### config.mk
export PLATFORM = sky130hd
export DESIGN_NAME = detector_jogada
export DESIGN_NICKNAME = d
export VERILOG_FILES = /design/src/rtl/jogo_pkg.sv /design/src/rtl/sincronizador_2ff.sv /design/src/rtl/detector_jogada.sv
export SDC_FILE = /design/constraint.sdc
export NUM_CORES = 1
export LEC_CHECK = 0
export ABC_CLOCK_PERIOD_IN_PS = 2700
export BUFFER_PORTS_ARGS = -buffer_cell sky130_fd_sc_hd__buf_2
export CAP_MARGIN = 10
export CELL_PAD_IN_SITES_DETAIL_PLACEMENT = 0
export CELL_PAD_IN_SITES_GLOBAL_PLACEMENT = 2
export CORE_ASPECT_RATIO = 1.4
export CORE_UTILIZATION = 36
export CTS_CLUSTER_DIAMETER = 60
export DETAILED_ROUTE_END_ITERATION = 7
export PLACE_DENSITY = 0.9
export SYNTH_ARGS = -nofsm -noshare
export SYNTH_HDL_FRONTEND = slang
export SYNTH_HIERARCHICAL = 1
export SYNTH_SLANG_ARGS = --single-unit
### constraint.sdc
create_clock -name clock -period 2.7 [get_ports clock]
set_input_delay 0.135 -clock clock [delete_from_list [all_inputs] [get_ports clock]]
set_output_delay 0.135 -clock clock [all_outputs]
set_load 0.01 [all_outputs]
### src/rtl/jogo_pkg.sv
// Shared definitions for the game datapath: FSM state codes and button-code helpers.
// Latency: n/a (types, constants and pure functions only).
// Backpressure: n/a.
//
// Contents:
//   estado_t           4-bit state encoding shared by detector_jogada and its debug port
//   MAX_BOTOES         widest button code the helper functions accept
//   um_bit_ativo()     1 when exactly one bit of the code is set (valid one-hot press)
//   varios_bits_ativos 1 when two or more bits are set (ambiguous multi-button press)
package jogo_pkg;

  typedef enum logic [3:0] {
    OCIOSO        = 4'h0,
    FILTRANDO     = 4'h1,
    PULSO         = 4'h2,
    ESPERA_SOLTAR = 4'h3,
    MULTIPLO      = 4'h4,
    INVALIDO      = 4'hF
  } estado_t;

  localparam int unsigned MAX_BOTOES = 32;

  localparam logic [MAX_BOTOES-1:0] UM_BOTAO = {{(MAX_BOTOES-1){1'b0}}, 1'b1};

  // v & (v-1) clears the lowest set bit; a zero result means at most one bit was set.
  function automatic logic um_bit_ativo(input logic [MAX_BOTOES-1:0] v);
    return (v != '0) && ((v & (v - UM_BOTAO)) == '0);
  endfunction

  function automatic logic varios_bits_ativos(input logic [MAX_BOTOES-1:0] v);
    return (v & (v - UM_BOTAO)) != '0;
  endfunction

endpackage

### src/rtl/sincronizador_2ff.sv
// Two-flop synchronizer bringing asynchronous levels into the clock domain.
// Latency: 2 cycles from sampling edge to output.
// Backpressure: none; free-running, samples every cycle.
//
// Ports:
//   clock  rising-edge clock
//   reset  synchronous active-low clear of both stages
//   d      asynchronous input levels (LARGURA bits)
//   q      synchronized levels (LARGURA bits)
module sincronizador_2ff #(
  parameter int LARGURA = 1
) (
  input  logic               clock,
  input  logic               reset,
  input  logic [LARGURA-1:0] d,
  output logic [LARGURA-1:0] q
);

  logic [LARGURA-1:0] meta_q;
  logic [LARGURA-1:0] sinc_q;

  always_ff @(posedge clock) begin
    if (!reset) begin
      meta_q <= '0;
      sinc_q <= '0;
    end else begin
      meta_q <= d;
      sinc_q <= meta_q;
    end
  end

  assign q = sinc_q;

endmodule

### src/rtl/detector_jogada.sv
// Player button conditioner: synchronizes, debounces and turns each accepted press into one pulse.
// Latency: jogada high in the cycle after edge e0+2+DEBOUNCE_CICLOS for an input stable from edge e0.
// Backpressure: none; jogada fires regardless of the consumer, who must ignore unwanted pulses.
//
// Ports:
//   clock          rising-edge clock
//   reset          synchronous active-low reset
//   botoes         raw asynchronous button levels, 1 = pressed (N_BOTOES bits)
//   jogada         single-cycle pulse per accepted press
//   botoes_reg     one-hot code of the last accepted press, held until the next one
//   erro_multiplo  only with DETECTOR_JOGADA_MULTIPLO_EN: high while a multi-button press is held
//   db_estado      current state code, 4'hF for unused codes
//
// Optional feature macro: DETECTOR_JOGADA_MULTIPLO_EN adds the MULTIPLO state and erro_multiplo.
module detector_jogada
  import jogo_pkg::*;
#(
  parameter int N_BOTOES        = 4,
  parameter int DEBOUNCE_CICLOS = 4
) (
  input  logic                clock,
  input  logic                reset,
  input  logic [N_BOTOES-1:0] botoes,
  output logic                jogada,
  output logic [N_BOTOES-1:0] botoes_reg,
`ifdef DETECTOR_JOGADA_MULTIPLO_EN
  output logic                erro_multiplo,
`endif
  output logic [3:0]          db_estado
);

  localparam int CNT_W = $clog2(DEBOUNCE_CICLOS + 1);
  // The counter stops at DEBOUNCE_CICLOS-1, so it never needs to wrap.
  localparam logic [CNT_W-1:0] CNT_FIM = CNT_W'(DEBOUNCE_CICLOS - 1);
  localparam logic [CNT_W-1:0] CNT_UM  = CNT_W'(1);

  logic [N_BOTOES-1:0] botoes_s;

  estado_t             estado_q, estado_d;
  logic [CNT_W-1:0]    cnt_q, cnt_d;
  logic [N_BOTOES-1:0] cand_q, cand_d;
  logic [N_BOTOES-1:0] botoes_reg_q, botoes_reg_d;
  logic                jogada_q, jogada_d;
  logic                um_bit;
`ifdef DETECTOR_JOGADA_MULTIPLO_EN
  logic                erro_q, erro_d;
  logic                varios_bits;
`endif

  sincronizador_2ff #(
    .LARGURA (N_BOTOES)
  ) u_sinc (
    .clock (clock),
    .reset (reset),
    .d     (botoes),
    .q     (botoes_s)
  );

  assign um_bit = um_bit_ativo(MAX_BOTOES'(botoes_s));
`ifdef DETECTOR_JOGADA_MULTIPLO_EN
  assign varios_bits = varios_bits_ativos(MAX_BOTOES'(botoes_s));
`endif

  always_comb begin
    estado_d     = estado_q;
    cnt_d        = cnt_q;
    cand_d       = cand_q;
    botoes_reg_d = botoes_reg_q;

    case (estado_q)
      OCIOSO: begin
        cnt_d = '0;
        if (um_bit) begin
          cand_d   = botoes_s;
          estado_d = FILTRANDO;
        end
`ifdef DETECTOR_JOGADA_MULTIPLO_EN
        else if (varios_bits) begin
          estado_d = MULTIPLO;
        end
`endif
      end

      FILTRANDO: begin
        // Any change (bounce, release, a second button joining) restarts from idle.
        if (botoes_s != cand_q) begin
          estado_d = OCIOSO;
          cnt_d    = '0;
        end else if (cnt_q == CNT_FIM) begin
          estado_d     = PULSO;
          cnt_d        = '0;
          // Loaded on the edge entering PULSO so the code is valid alongside jogada.
          botoes_reg_d = cand_q;
        end else begin
          cnt_d = cnt_q + CNT_UM;
        end
      end

      PULSO: begin
        estado_d = ESPERA_SOLTAR;
        cnt_d    = '0;
      end

      ESPERA_SOLTAR: begin
        // Only DEBOUNCE_CICLOS consecutive all-released cycles re-arm the detector.
        if (botoes_s != '0) begin
          cnt_d = '0;
        end else if (cnt_q == CNT_FIM) begin
          estado_d = OCIOSO;
          cnt_d    = '0;
        end else begin
          cnt_d = cnt_q + CNT_UM;
        end
      end

`ifdef DETECTOR_JOGADA_MULTIPLO_EN
      MULTIPLO: begin
        cnt_d = '0;
        // Released buttons still go through the release filter before re-arming.
        if (botoes_s == '0) begin
          estado_d = ESPERA_SOLTAR;
        end
      end
`endif

      default: begin
        estado_d = OCIOSO;
        cnt_d    = '0;
      end
    endcase

    // Outputs are registered from the next state so they line up with the state register.
    jogada_d = (estado_d == PULSO);
`ifdef DETECTOR_JOGADA_MULTIPLO_EN
    erro_d   = (estado_d == MULTIPLO);
`endif
  end

  always_ff @(posedge clock) begin
    if (!reset) begin
      estado_q     <= OCIOSO;
      cnt_q        <= '0;
      cand_q       <= '0;
      botoes_reg_q <= '0;
      jogada_q     <= 1'b0;
`ifdef DETECTOR_JOGADA_MULTIPLO_EN
      erro_q       <= 1'b0;
`endif
    end else begin
      estado_q     <= estado_d;
      cnt_q        <= cnt_d;
      cand_q       <= cand_d;
      botoes_reg_q <= botoes_reg_d;
      jogada_q     <= jogada_d;
`ifdef DETECTOR_JOGADA_MULTIPLO_EN
      erro_q       <= erro_d;
`endif
    end
  end

  always_comb begin
    case (estado_q)
      OCIOSO, FILTRANDO, PULSO, ESPERA_SOLTAR: db_estado = estado_q;
`ifdef DETECTOR_JOGADA_MULTIPLO_EN
      MULTIPLO:                                db_estado = estado_q;
`endif
      default:                                 db_estado = INVALIDO;
    endcase
  end

  assign jogada     = jogada_q;
  assign botoes_reg = botoes_reg_q;
`ifdef DETECTOR_JOGADA_MULTIPLO_EN
  assign erro_multiplo = erro_q;
`endif

endmodule

==> reports/metrics.json, run 1 <==
{
  "run_status": {
    "result_of_the_run": "completed"
  },
  "drt": {
    "drt_drc_violations_left": 0,
    "finalWirelength_um": 1810,
    "detail-route-antenna-nets": 0,
    "first_iter_violations": 11,
    "drt_pass1_iterations": 4,
    "via_count": 792,
    "post_drt_wl_per_cell_um": 11.0,
    "viasPerCell": 4.83
  },
  "timing": {
    "fin_skew_ns": 0.00111,
    "period_share_pct": 59.4,
    "finalSetupTns_ns": 0,
    "report.final.setup_viol": 0,
    "rsz0062_at_grt": "no",
    "final.min_clock_period_ns": 1.60,
    "slew_viol_final": 0,
    "hold_violations": 0,
    "clock.fmax_mhz": 624
  },
  "clock_tree": {
    "clk_pin_slew_ns": 0.07,
    "cts_made_buffers": 3,
    "cts.repair_timing.setup_buffer_count": 0,
    "cts_resized": 0,
    "cts_tree": "yes",
    "clock_path_buffers": 2,
    "cts-hold-fix-buffers": 0,
    "cts.sink_count": 24,
    "cts_max_level": 1,
    "cts_root_buf": "clkbuf_8",
    "latest_clock_arrival_within_the_worst_skew_pair_ns": 0.26
  },
  "min_path": {
    "holdPathEnd": "u_sinc/meta_q[2]",
    "worst_hold_path.num_cells": 2,
    "hp-start": "botoes[2]",
    "min-delay-path-class": "primary input to register"
  },
  "power": {
    "vdd_drop_max_uv": 340,
    "pwr_density_cell_nw_per_um2": 526,
    "leakage_nw": 0.447
  },
  "synthesis": {
    "share_of_synthesized_cell_area_in_full_adder_half_adder_and_majority_cells_pct": 1.17,
    "combinational_family_with_the_most_area_after_synthesis": "simple AND/OR/NAND/NOR gates",
    "synthDistinctLibCells": 35,
    "synth.area.mux_share_pct": 3.74,
    "synth_xor_area_share_pct": 5.72,
    "synth_compound_gate_area_share_pct": 12.0,
    "postSynthAreaPerCell_sq_um": 9.15,
    "synthesis.instances": 117,
    "synth-warning-count": 6,
    "yosys.area_share.simple_pct": 26.2,
    "ys_seq_area_share_pct": 44.9,
    "synth.cell_area_sq_um": 1070,
    "synth_seq_cells": 24
  },
  "worst_setup_path": {
    "timing.critical_path.from_type": "register",
    "critical-path-top-delay-family": "flip-flops",
    "crit_required_ns": 2.89,
    "worst_r2r_endpoint": "botoes_reg[0]",
    "critical_path.cell_chain": "xnor2_1 -> and4_2 -> and2_1 -> mux2i_1",
    "r2r-start": "u_sinc/q[0]",
    "buffer_and_inverter_count_on_the_worst_path": 0,
    "critical-path-slowest-cell": "dfxtp_1",
    "setup.worst_path.class": "register to register",
    "ff2ff_setup_slack_ns": 1.10,
    "critical-path-max-stage-delay_ns": 0.60,
    "worst_setup_path_end_kind": "register",
    "worst_r2r_path_depth": 4,
    "critPathMaxFanout": 9,
    "crit_arrival_ns": 1.79
  },
  "grt": {
    "grt_max_degree": 24,
    "wire_length_of_the_first_global_routing_pass_um": 2900,
    "initial_antenna_violation_count": 0,
    "globalRoute.totalOverflow": 0,
    "grt_pass1_vias": 700,
    "grt_usage_pct": 13.4
  },
  "finish": {
    "multi_input_combinational_cell_area_sq_um": 531,
    "synthToLayoutAreaGrowth_pct": 9.81,
    "final_net_count": 136,
    "register_area_sq_um": 480,
    "drive_above_1_share_pct": 18.9,
    "final_common_cell": "dfxtp_1",
    "fillers": 298,
    "antenna-diode-count": 0,
    "layout.cells.most_common_list": "dfxtp_1, nand2_1, buf_2",
    "final_design_area_no_fill_sq_um": 1180,
    "finalCoreUtilization_pct": 41.3
  },
  "floorplan": {
    "fp.dieW_um": 48.1,
    "floorplan.core_area_sq_um": 2850,
    "dieHeight_um": 66.5,
    "initial_utilization_pct": 37.6,
    "design.die.area_sq_um": 3200,
    "num_rows": 23,
    "pin_count": 15
  },
  "placement": {
    "io_buffer_count": 14,
    "post_dp_cell_area_sq_um": 1130,
    "detailedPlacementHpwl_um": 1350,
    "routabilityCongestion": 0.842
  },
  "job": {
    "drv.max_cap_violation_count": 0
  }
}
layout make-up:
| cell class | count | area share (%) |
|---|---|---|
| flip-flops and latches | 24 | 40.9 |
| inverters | 2 | 0.638 |
| repair buffers | 14 | 5.96 |
| multi-input cells | 84 | 45.1 |
| clock buffers | 3 | 3.51 |
| well taps | 37 | 3.94 |
worst max path at each step:
stage / to / cells past startpoint / slack, ns / from
2_1_floorplan: botoes_reg[0] / 5 / 1.28 / estado_q[1]
3_5_place_dp: botoes_reg[0] / 4 / 1.10 / u_sinc/q[0]
3_3_place_gp: botoes_reg[0] / 4 / 1.18 / u_sinc/q[0]
6_report: botoes_reg[0] / 4 / 1.10 / u_sinc/q[0]
4_1_cts: botoes_reg[0] / 4 / 1.08 / u_sinc/q[0]
5_1_grt: botoes_reg[0] / 4 / 0.99 / u_sinc/q[0]
per-stage QoR:
step	cells	hold WS, ns	power [W]	worst slack [ns]
floorplan	118	0.257	0.000416	1.28
global placement	161	0.344	0.000426	1.18
detailed placement	161	0.344	0.000426	1.10
CTS	164	0.0699	0.000625	1.08
global route	164	0.0634	0.000644	0.991
finish	164	0.0704	0.000619	1.10
worst register-to-register path, stage by stage (launching register included):
cell,delay (ns)
dfxtp_1,0.60
xnor2_1,0.16
and4_2,0.28
and2_1,0.27
mux2i_1,0.23
report_power, final:
part | total (W) | internal [W] | switching [W] | leakage, nW
registers | 0.000372 | 0.000362 | 0.0000102 | 0.196
logic | 0.0000450 | 0.0000210 | 0.0000240 | 0.230
clock network | 0.000201 | 0.0000996 | 0.000102 | 0.0216
total | 0.000619 | 0.000483 | 0.000136 | 0.447
per-layer routing:
| layer | part of all wire (%) | GRT usage, % | up-vias |
|---|---|---|---|
| li1 | - | - | 413 |
| met1 | 44 | 13.4 | 360 |
| met2 | 50 | 22.3 | 14 |
| met3 | 2.5 | 3.52 | 5 |
| met4 | 3.1 | 10.1 | 0 |
| met5 | 0 | 0 | - |
logic make-up after synthesis:
group	Yosys count
and+or+nand+nor	50
DFF	24
AOI/OAI and AO/OA	20
buffers and inverters	10
xor gates and xnor gates	7
muxes	4
adders and majority gates	1
other	1
synthesized netlist by cell type (all sizes together):
library cell	number	share of area (%)
nand2	15	5.3
conb	1	0.35
nand2b	1	0.58
nand3b	1	0.70
xor2	3	2.5
a21o	1	0.82
nand3	2	0.93
clkbuf	1	0.35
o311a	1	0.93
o21ai	8	3.7
nor3	4	1.9
or3	2	1.8
o2bb2a	1	0.93
xnor2	4	3.3
o21bai	1	0.70
inv	2	0.70
nor2	10	5.3
a31o	1	0.82
ha	1	1.2
and2	10	5.8
nor2b	2	1.2
o31ai	2	1.4
a31oi	3	1.8
or4	1	1.1
dfxtp	24	45
and4	1	0.93
and3b	1	0.82
buf	7	4.9
a21oi	2	0.93
mux2i	4	3.7
(Power assumes the default switching activity.)
==> inputs of run 2 (changes only) <==
--- a/config.mk
+++ b/config.mk
@@ -5,16 +5,16 @@
 export SDC_FILE = /design/constraint.sdc
 export NUM_CORES = 1
 export LEC_CHECK = 0
-export ABC_CLOCK_PERIOD_IN_PS = 2700
+export ABC_CLOCK_PERIOD_IN_PS = 1450
 export BUFFER_PORTS_ARGS = -buffer_cell sky130_fd_sc_hd__buf_2
 export CAP_MARGIN = 10
 export CELL_PAD_IN_SITES_DETAIL_PLACEMENT = 0
 export CELL_PAD_IN_SITES_GLOBAL_PLACEMENT = 2
 export CORE_ASPECT_RATIO = 1.4
-export CORE_UTILIZATION = 36
+export CORE_UTILIZATION = 30
 export CTS_CLUSTER_DIAMETER = 60
 export DETAILED_ROUTE_END_ITERATION = 7
-export PLACE_DENSITY = 0.9
+export PLACE_DENSITY = 0.81
 export SYNTH_ARGS = -nofsm -noshare
 export SYNTH_HDL_FRONTEND = slang
 export SYNTH_HIERARCHICAL = 1
==> constraint.sdc (replaced) <==
create_clock -name clock -period 1.45 [get_ports clock]
set_input_delay 0.0725 -clock clock [delete_from_list [all_inputs] [get_ports clock]]
set_output_delay 0.0725 -clock clock [all_outputs]
set_load 0.01 [all_outputs]
==> reports/metrics.json, run 2 (synthesis results as in run 1) <==
{
  "timing": {
    "hold_violations": {"value": 0, "change": "unchanged"},
    "slew_viol_final": {"value": 0, "change": "unchanged"},
    "period_share": {"value": 97.8, "unit": "%", "change": "was 59.4%"},
    "finalSetupTns": {"value": 0, "unit": "ns", "change": "unchanged"},
    "rsz0062_at_grt": {"value": "yes", "change": "was no"},
    "final.min_clock_period": {"value": 1.42, "unit": "ns", "change": "was 1.60 ns"},
    "fin_skew": {"value": 0.00301, "unit": "ns", "change": "was 0.00111 ns"},
    "report.final.setup_viol": {"value": 0, "change": "unchanged"},
    "clock.fmax": {"value": 705, "unit": "MHz", "change": "was 624 MHz"}
  },
  "clock_tree": {
    "latest_clock_arrival_within_the_worst_skew_pair": {"value": 0.26, "unit": "ns", "change": "about the same"},
    "cts_tree": {"value": "yes", "change": "unchanged"},
    "cts_max_level": {"value": 1, "change": "unchanged"},
    "clk_pin_slew": {"value": 0.08, "unit": "ns", "change": "was 0.07 ns"},
    "cts_root_buf": {"value": "clkbuf_8", "change": "unchanged"},
    "cts_made_buffers": {"value": 3, "change": "unchanged"},
    "clock_path_buffers": {"value": 2, "change": "unchanged"},
    "cts.sink_count": {"value": 24, "change": "unchanged"},
    "cts-hold-fix-buffers": {"value": 0, "change": "unchanged"}
  },
  "placement": {
    "detailedPlacementHpwl": {"value": 1520, "unit": "um", "change": "was 1350 um"},
    "post-place-cells": {"value": 176, "change": "was 161"},
    "routabilityCongestion": {"value": 0.838, "change": "was 0.842"},
    "io_buffer_count": {"value": 14, "change": "unchanged"}
  },
  "finish": {
    "drive_above_1_share": {"value": 32.4, "unit": "%", "change": "was 18.9%"},
    "layout.cells.most_common_list": {"value": "dfxtp_1, nand2_1, buf_2", "change": "unchanged"},
    "final_net_count": {"value": 148, "change": "was 136"},
    "final_common_cell": {"value": "dfxtp_1", "change": "unchanged"},
    "fillers": {"value": 353, "change": "was 298"},
    "synthToLayoutAreaGrowth": {"value": 23.5, "unit": "%", "change": "was 9.81%"},
    "finish.cell_count_without_fillers": {"value": 179, "change": "was 164"},
    "register_area": {"value": 484, "unit": "sq um", "change": "was 480 sq um"},
    "antenna-diode-count": {"value": 0, "change": "unchanged"},
    "multi_input_combinational_cell_area": {"value": 572, "unit": "sq um", "change": "was 531 sq um"}
  },
  "drt": {
    "finalWirelength": {"value": 1990, "unit": "um", "change": "was 1810 um"},
    "drt_pass1_iterations": {"value": 4, "change": "unchanged"},
    "via_count": {"value": 838, "change": "was 792"},
    "detail-route-antenna-nets": {"value": 0, "change": "unchanged"},
    "drt_drc_violations_left": {"value": 0, "change": "unchanged"},
    "post_drt_wl_per_cell": {"value": 11.1, "unit": "um", "change": "was 11.0 um"},
    "first_iter_violations": {"value": 17, "change": "was 11"},
    "viasPerCell": {"value": 4.68, "change": "was 4.83"}
  },
  "floorplan": {
    "design.die.area": {"value": 3820, "unit": "sq um", "change": "was 3200 sq um"},
    "floorplan.core_area": {"value": 3380, "unit": "sq um", "change": "was 2850 sq um"},
    "num_rows": {"value": 25, "change": "was 23"},
    "pin_count": {"value": 15, "change": "unchanged"},
    "dieHeight": {"value": 72.7, "unit": "um", "change": "was 66.5 um"},
    "initial_utilization": {"value": 31.7, "unit": "%", "change": "was 37.6%"},
    "fp.dieW": {"value": 52.5, "unit": "um", "change": "was 48.1 um"}
  },
  "worst_setup_path": {
    "setup.worst_path.class": {"value": "register to register", "change": "unchanged"},
    "crit_required": {"value": 1.66, "unit": "ns", "change": "was 2.89 ns"},
    "worst_setup_path_end_kind": {"value": "register", "change": "unchanged"},
    "crit_arrival": {"value": 1.62, "unit": "ns", "change": "was 1.79 ns"},
    "timing.critical_path.from_type": {"value": "register", "change": "unchanged"},
    "critPathMaxFanout": {"value": 6, "change": "was 9"}
  },
  "power": {
    "vdd_drop_max": {"value": 510, "unit": "uV", "change": "was 340 uV"},
    "total_power": {"value": 0.00119, "unit": "W", "change": "was 0.000619 W"},
    "power_switching_share": {"value": 22.6, "unit": "%", "change": "was 22.0%"},
    "pwr-share-comb": {"value": 10.2, "unit": "%", "change": "was 7.3%"},
    "leakage": {"value": 0.518, "unit": "nW", "change": "was 0.447 nW"},
    "clock_power_share": {"value": 32.1, "unit": "%", "change": "was 32.5%"},
    "share_seq_of_total_power": {"value": 57.8, "unit": "%", "change": "was 60.2%"},
    "power.net_switching": {"value": 0.000268, "unit": "W", "change": "was 0.000136 W"},
    "cell_internal_pwr": {"value": 0.000918, "unit": "W", "change": "was 0.000483 W"},
    "pwr_density_cell": {"value": 897, "unit": "nW/um^2", "change": "was 526 nW/um^2"}
  },
  "min_path": {
    "min-delay-path-class": {"value": "primary input to register", "change": "unchanged"}
  },
  "grt": {
    "wire_length_of_the_first_global_routing_pass": {"value": 3290, "unit": "um", "change": "was 2900 um"},
    "initial_antenna_violation_count": {"value": 0, "change": "unchanged"},
    "grt_max_degree": {"value": 24, "change": "unchanged"},
    "globalRoute.totalOverflow": {"value": 0, "change": "unchanged"},
    "grt_usage": {"value": 11.4, "unit": "%", "change": "was 13.4%"},
    "grt_pass1_vias": {"value": 809, "change": "was 700"}
  },
  "run_status": {
    "result_of_the_run": {"value": "completed", "change": "unchanged"}
  },
  "job": {
    "drv.max_cap_violation_count": {"value": 0, "change": "unchanged"}
  }
}
-- run 2: changes by cell type in the layout (fill, tap and decap cells not counted), sizes merged --
cell / previous run / this run
buf: 14 / 26
-- run 2: final cells by class --
| class | count | share of cell area (%) |
|---|---|---|
| clock buffer | 3 | 3.12 |
| inverter | 2 | 0.568 |
| multi-input combinational | 84 | 43.2 |
| sequential | 24 | 36.6 |
| tap | 40 | 3.78 |
| timing repair buffer | 26 | 12.7 |
-- run 2: per-stage QoR --
step / utilization [%] / hold slack, ns / worst slack [ns] / area [sq um]
5_1_grt: 39.1 / 0.0142 / -0.0295 / 1320
4_1_cts: 38.3 / 0.00892 / 0.00770 / 1290
3_3_place_gp: 36.4 / 0.277 / -0.0334 / 1230
6_report: 39.1 / 0.00836 / 0.0316 / 1320
3_5_place_dp: 36.4 / 0.281 / -0.0691 / 1230
2_1_floorplan: - / 0.194 / 0.0329 / 1070
-- run 2: power by group through the flow --
| stage | logic [W] | registers (W) | clock network [W] |
|---|---|---|---|
| floorplan | 0.0000802 | 0.000695 | 0 |
| global placement | 0.000113 | 0.000699 | 0 |
| detailed placement | 0.000115 | 0.000700 | 0 |
| CTS | 0.000117 | 0.000684 | 0.000391 |
| global route | 0.000136 | 0.000687 | 0.000422 |
| finish | 0.000121 | 0.000685 | 0.000380 |
-- run 2: final timing paths --
path	start	end	slack, ns	cells after the start
max	estado_q[2]	cand_q[3]	0.03	5
min	botoes[2]	u_sinc/meta_q[2]	0.008	2
max reg2reg	estado_q[2]	cand_q[3]	0.03	5
min reg2reg	u_sinc/meta_q[2]	u_sinc/q[2]	0.44	1
-- run 2: timing repair --
item | 4_1_cts | 5_1_grt
gates cloned | 0 | 0
setup endpoints to repair | 6 | 11
resized for setup | 7 | 8
pin swaps | 0 | 2
buffers inserted | 0 | 0
-- run 2: layer usage --
metal  GRT usage, %  vias to the layer above  wire (um)
met5              0                        -          0
met4           4.97                        0         27
met3           1.88                        4         47
met2           19.8                       11       1040
met1           13.3                      389        871
li1               -                      434          -
-- run 2: critical path: stages, from the launching register on --
cell and delay [ns]:
dfxtp_2 0.33, buf_6 0.11, or4_4 0.49, nor2_8 0.12
a31o_1 0.15, o311a_1 0.15
==> inputs of run 3 (changes only) <==
--- a/config.mk
+++ b/config.mk
@@ -5,16 +5,17 @@
 export SDC_FILE = /design/constraint.sdc
 export NUM_CORES = 1
 export LEC_CHECK = 0
+export ABC_AREA = 1
 export ABC_CLOCK_PERIOD_IN_PS = 1450
 export BUFFER_PORTS_ARGS = -buffer_cell sky130_fd_sc_hd__buf_2
 export CAP_MARGIN = 10
 export CELL_PAD_IN_SITES_DETAIL_PLACEMENT = 0
 export CELL_PAD_IN_SITES_GLOBAL_PLACEMENT = 2
 export CORE_ASPECT_RATIO = 1.4
-export CORE_UTILIZATION = 30
+export CORE_UTILIZATION = 27
 export CTS_CLUSTER_DIAMETER = 60
 export DETAILED_ROUTE_END_ITERATION = 7
-export PLACE_DENSITY = 0.81
+export PLACE_DENSITY = 0.8
 export SYNTH_ARGS = -nofsm -noshare
 export SYNTH_HDL_FRONTEND = slang
 export SYNTH_HIERARCHICAL = 1
==> reports/metrics.json, run 3 <==
{
  "floorplan": {
    "dieHeight": {"value": 77.3, "unit": "um", "change": "was 72.7 um"},
    "initial_utilization": {"value": 27.9, "unit": "%", "change": "was 31.7%"},
    "floorplan.core_area": {"value": 3920, "unit": "sq um", "change": "was 3380 sq um"},
    "fp.dieW": {"value": 55.8, "unit": "um", "change": "was 52.5 um"},
    "pin_count": {"value": 15, "change": "unchanged"},
    "design.die.area": {"value": 4310, "unit": "sq um", "change": "was 3820 sq um"},
    "num_rows": {"value": 27, "change": "was 25"}
  },
  "power": {
    "vdd_drop_max": {"value": 815, "unit": "uV", "change": "was 510 uV"},
    "leakage": {"value": 0.632, "unit": "nW", "change": "was 0.518 nW"},
    "pwr_density_cell": {"value": 1070, "unit": "nW/um^2", "change": "was 897 nW/um^2"}
  },
  "timing": {
    "period_share": {"value": 90.6, "unit": "%", "change": "was 97.8%"},
    "slew_viol_final": {"value": 0, "change": "unchanged"},
    "clock.fmax": {"value": 761, "unit": "MHz", "change": "was 705 MHz"},
    "final.min_clock_period": {"value": 1.31, "unit": "ns", "change": "was 1.42 ns"},
    "hold_violations": {"value": 0, "change": "unchanged"},
    "fin_ws": {"value": 0.136, "unit": "ns", "change": "was 0.0316 ns"},
    "rsz0062_at_grt": {"value": "no", "change": "was yes"},
    "finalSetupTns": {"value": 0, "unit": "ns", "change": "unchanged"},
    "fin_skew": {"value": 0.00930, "unit": "ns", "change": "was 0.00301 ns"},
    "whs": {"value": 0.192, "unit": "ns", "change": "was 0.00836 ns"},
    "report.final.setup_viol": {"value": 0, "change": "unchanged"}
  },
  "placement": {
    "detailedPlacementHpwl": {"value": 1650, "unit": "um", "change": "was 1520 um"},
    "post_dp_cell_area": {"value": 1200, "unit": "sq um", "change": "was 1230 sq um"},
    "place_worst_setup_slack": {"value": 0.0700, "unit": "ns", "change": "was -0.0691 ns"},
    "routabilityCongestion": {"value": 0.803, "change": "was 0.838"},
    "io_buffer_count": {"value": 14, "change": "unchanged"}
  },
  "grt": {
    "grt_max_degree": {"value": 22, "change": "was 24"},
    "grt_pass1_vias": {"value": 938, "change": "was 809"},
    "wire_length_of_the_first_global_routing_pass": {"value": 3840, "unit": "um", "change": "was 3290 um"},
    "globalRoute.totalOverflow": {"value": 0, "change": "unchanged"},
    "initial_antenna_violation_count": {"value": 0, "change": "unchanged"},
    "grt_usage": {"value": 11.2, "unit": "%", "change": "was 11.4%"}
  },
  "run_status": {
    "result_of_the_run": {"value": "completed", "change": "unchanged"}
  },
  "finish": {
    "final_net_count": {"value": 184, "change": "was 148"},
    "synthToLayoutAreaGrowth": {"value": 20.8, "unit": "%", "change": "was 23.5%"},
    "final_common_cell": {"value": "nand2_1", "change": "was dfxtp_1"},
    "layout.cells.most_common_list": {"value": "nand2_1, dfxtp_1, nor2_1", "change": "was dfxtp_1, nand2_1, buf_2"},
    "finalCoreUtilization": {"value": 33.7, "unit": "%", "change": "was 39.1%"},
    "drive_above_1_share": {"value": 21.0, "unit": "%", "change": "was 32.4%"},
    "fillers": {"value": 448, "change": "was 353"},
    "final_design_area_no_fill": {"value": 1320, "unit": "sq um", "change": "about the same"},
    "antenna-diode-count": {"value": 0, "change": "unchanged"}
  },
  "drt": {
    "first_iter_violations": {"value": 16, "change": "was 17"},
    "finalWirelength": {"value": 2110, "unit": "um", "change": "was 1990 um"},
    "viasPerCell": {"value": 4.16, "change": "was 4.68"},
    "drt_drc_violations_left": {"value": 0, "change": "unchanged"},
    "detail-route-antenna-nets": {"value": 0, "change": "unchanged"},
    "drt_pass1_iterations": {"value": 4, "change": "unchanged"},
    "post_drt_wl_per_cell": {"value": 9.61, "unit": "um", "change": "was 11.1 um"},
    "via_count": {"value": 911, "change": "was 838"}
  },
  "synthesis": {
    "synth_area_leaders": {"value": "dfxtp_1, nand2_1, nor2_1, inv_1, nand3_1", "change": "was dfxtp_1, and2_1, nand2_1, mux2i_1, o21ai_0"},
    "synth.largest_area_cell": {"value": "dfxtp_1", "change": "unchanged"},
    "synth-warning-count": {"value": 6, "change": "unchanged"},
    "synth.cell_area": {"value": 1090, "unit": "sq um", "change": "was 1070 sq um"},
    "synth_xor_area_share": {"value": 0, "unit": "%", "change": "was 5.72%"},
    "synthesis.instances": {"value": 156, "change": "was 117"},
    "synthDistinctLibCells": {"value": 21, "change": "was 35"},
    "yosys.area_share.simple": {"value": 38.8, "unit": "%", "change": "was 26.2%"},
    "synth_top_cells_by_count": {"value": "nand2_1, dfxtp_1, nor2_1", "change": "was dfxtp_1, nand2_1, and2_1"},
    "synth_seq_cells": {"value": 24, "change": "unchanged"},
    "synth_compound_gate_area_share": {"value": 4.58, "unit": "%", "change": "was 12.0%"},
    "share_of_synthesized_cell_area_in_full_adder_half_adder_and_majority_cells": {"value": 1.15, "unit": "%", "change": "was 1.17%"},
    "ys_seq_area_share": {"value": 44.0, "unit": "%", "change": "was 44.9%"},
    "yosysTopAreaCellShare": {"value": 44.0, "unit": "%", "change": "was 44.9%"},
    "synth-main-ff-cell": {"value": "dfxtp_1", "change": "unchanged"},
    "synth_async_sr_flop_share": {"value": 0, "unit": "%", "change": "unchanged"},
    "yosysMostFrequentCell": {"value": "nand2_1", "change": "was dfxtp_1"},
    "synth.area.mux_share": {"value": 0, "unit": "%", "change": "was 3.74%"},
    "synth-edff-count": {"value": 0, "change": "unchanged"},
    "postSynthAreaPerCell": {"value": 7.00, "unit": "sq um", "change": "was 9.15 sq um"},
    "combinational_family_with_the_most_area_after_synthesis": {"value": "simple AND/OR/NAND/NOR gates", "change": "unchanged"}
  },
  "clock_tree": {
    "cts_made_buffers": {"value": 3, "change": "unchanged"},
    "cts.sink_count": {"value": 24, "change": "unchanged"},
    "clock_path_buffers": {"value": 2, "change": "unchanged"},
    "cts_max_level": {"value": 1, "change": "unchanged"},
    "clk_pin_slew": {"value": 0.09, "unit": "ns", "change": "was 0.08 ns"},
    "cts_tree": {"value": "yes", "change": "unchanged"},
    "latest_clock_arrival_within_the_worst_skew_pair": {"value": 0.26, "unit": "ns", "change": "about the same"},
    "cts.repair_timing.setup_buffer_count": {"value": 0, "change": "unchanged"},
    "cts_root_buf": {"value": "clkbuf_8", "change": "unchanged"}
  },
  "worst_setup_path": {
    "timing.critical_path.from_type": {"value": "register", "change": "unchanged"},
    "worst_setup_path_end_kind": {"value": "register", "change": "unchanged"},
    "setup.worst_path.class": {"value": "register to register", "change": "unchanged"},
    "critPathMaxFanout": {"value": 6, "change": "unchanged"},
    "crit_required": {"value": 1.61, "unit": "ns", "change": "was 1.66 ns"},
    "crit_arrival": {"value": 1.47, "unit": "ns", "change": "was 1.62 ns"}
  },
  "min_path": {
    "min-delay-path-class": {"value": "primary input to register", "change": "unchanged"}
  },
  "job": {
    "drv.max_cap_violation_count": {"value": 0, "change": "unchanged"}
  }
}
[run 3: routing by layer]
layer  track usage [%]  vias to the layer above  share of wire, %
li1                  -                      507                 -
met1              11.3                      386                44
met2              21.9                       14                52
met3              2.02                        4               2.0
met4              4.50                        0               1.7
met5                 0                        -                 0
[run 3: worst paths after layout]
check / startpoint / endpoint / slack (ns) / cells past startpoint
worst max-delay path: estado_q[3] / cand_q[1] / 0.14 / 6
worst min-delay path: reset / u_sinc/q[2] / 0.19 / 3
worst max register to register: estado_q[3] / cand_q[1] / 0.14 / 6
worst min register to register: u_sinc/meta_q[3] / u_sinc/q[3] / 0.42 / 2
[run 3: area by class of cell]
cell class,count,area [sq um],area share [%]
Tap cell,43,53.8,4.08
Inverter,28,105,7.96
Clock buffer,3,41.3,3.13
Sequential cell,24,480,36.4
Clock inverter,1,30.0,2.27
Multi-Input combinational cell,102,499,37.8
Timing Repair Buffer,18,110,8.34
[run 3: kinds of logic (layout without fill, tap and decap cells)]
group                      after synthesis  in the layout
AOI/OAI and AO/OA                       10             10
adders and majority gates                1              1
buffers and inverters                   31             50
DFF                                     24             24
other                                    1              2
and+or+nand+nor                         89             89
[run 3: critical path, stage by stage (launching register included)]
cell	delay (ns)
dfxtp_1	0.33
nor2_2	0.15
nand2_1	0.08
nor2_1	0.18
nand4_2	0.19
o21ai_0	0.23
nor2_1	0.06
[run 3: stage by stage]
stage,instances,power (W)
finish,219,0.00141
global route,219,0.00147
CTS,219,0.00143
detailed placement,211,0.000843
global placement,211,0.000841
floorplan,157,0.000809
[run 3: power by group]
part	internal [W]	total, W	switching [W]
sequential	0.000679	0.000698	0.0000188
combinational	0.0000517	0.000136	0.0000840
clock	0.000369	0.000572	0.000204
total	0.00110	0.00141	0.000307
[run 3: what timing repair did]
item                                   CTS  global route
endpoints found under the hold margin    4             0
resized for setup                        0             2
setup endpoints to repair                0             6
hold buffers                             4             0
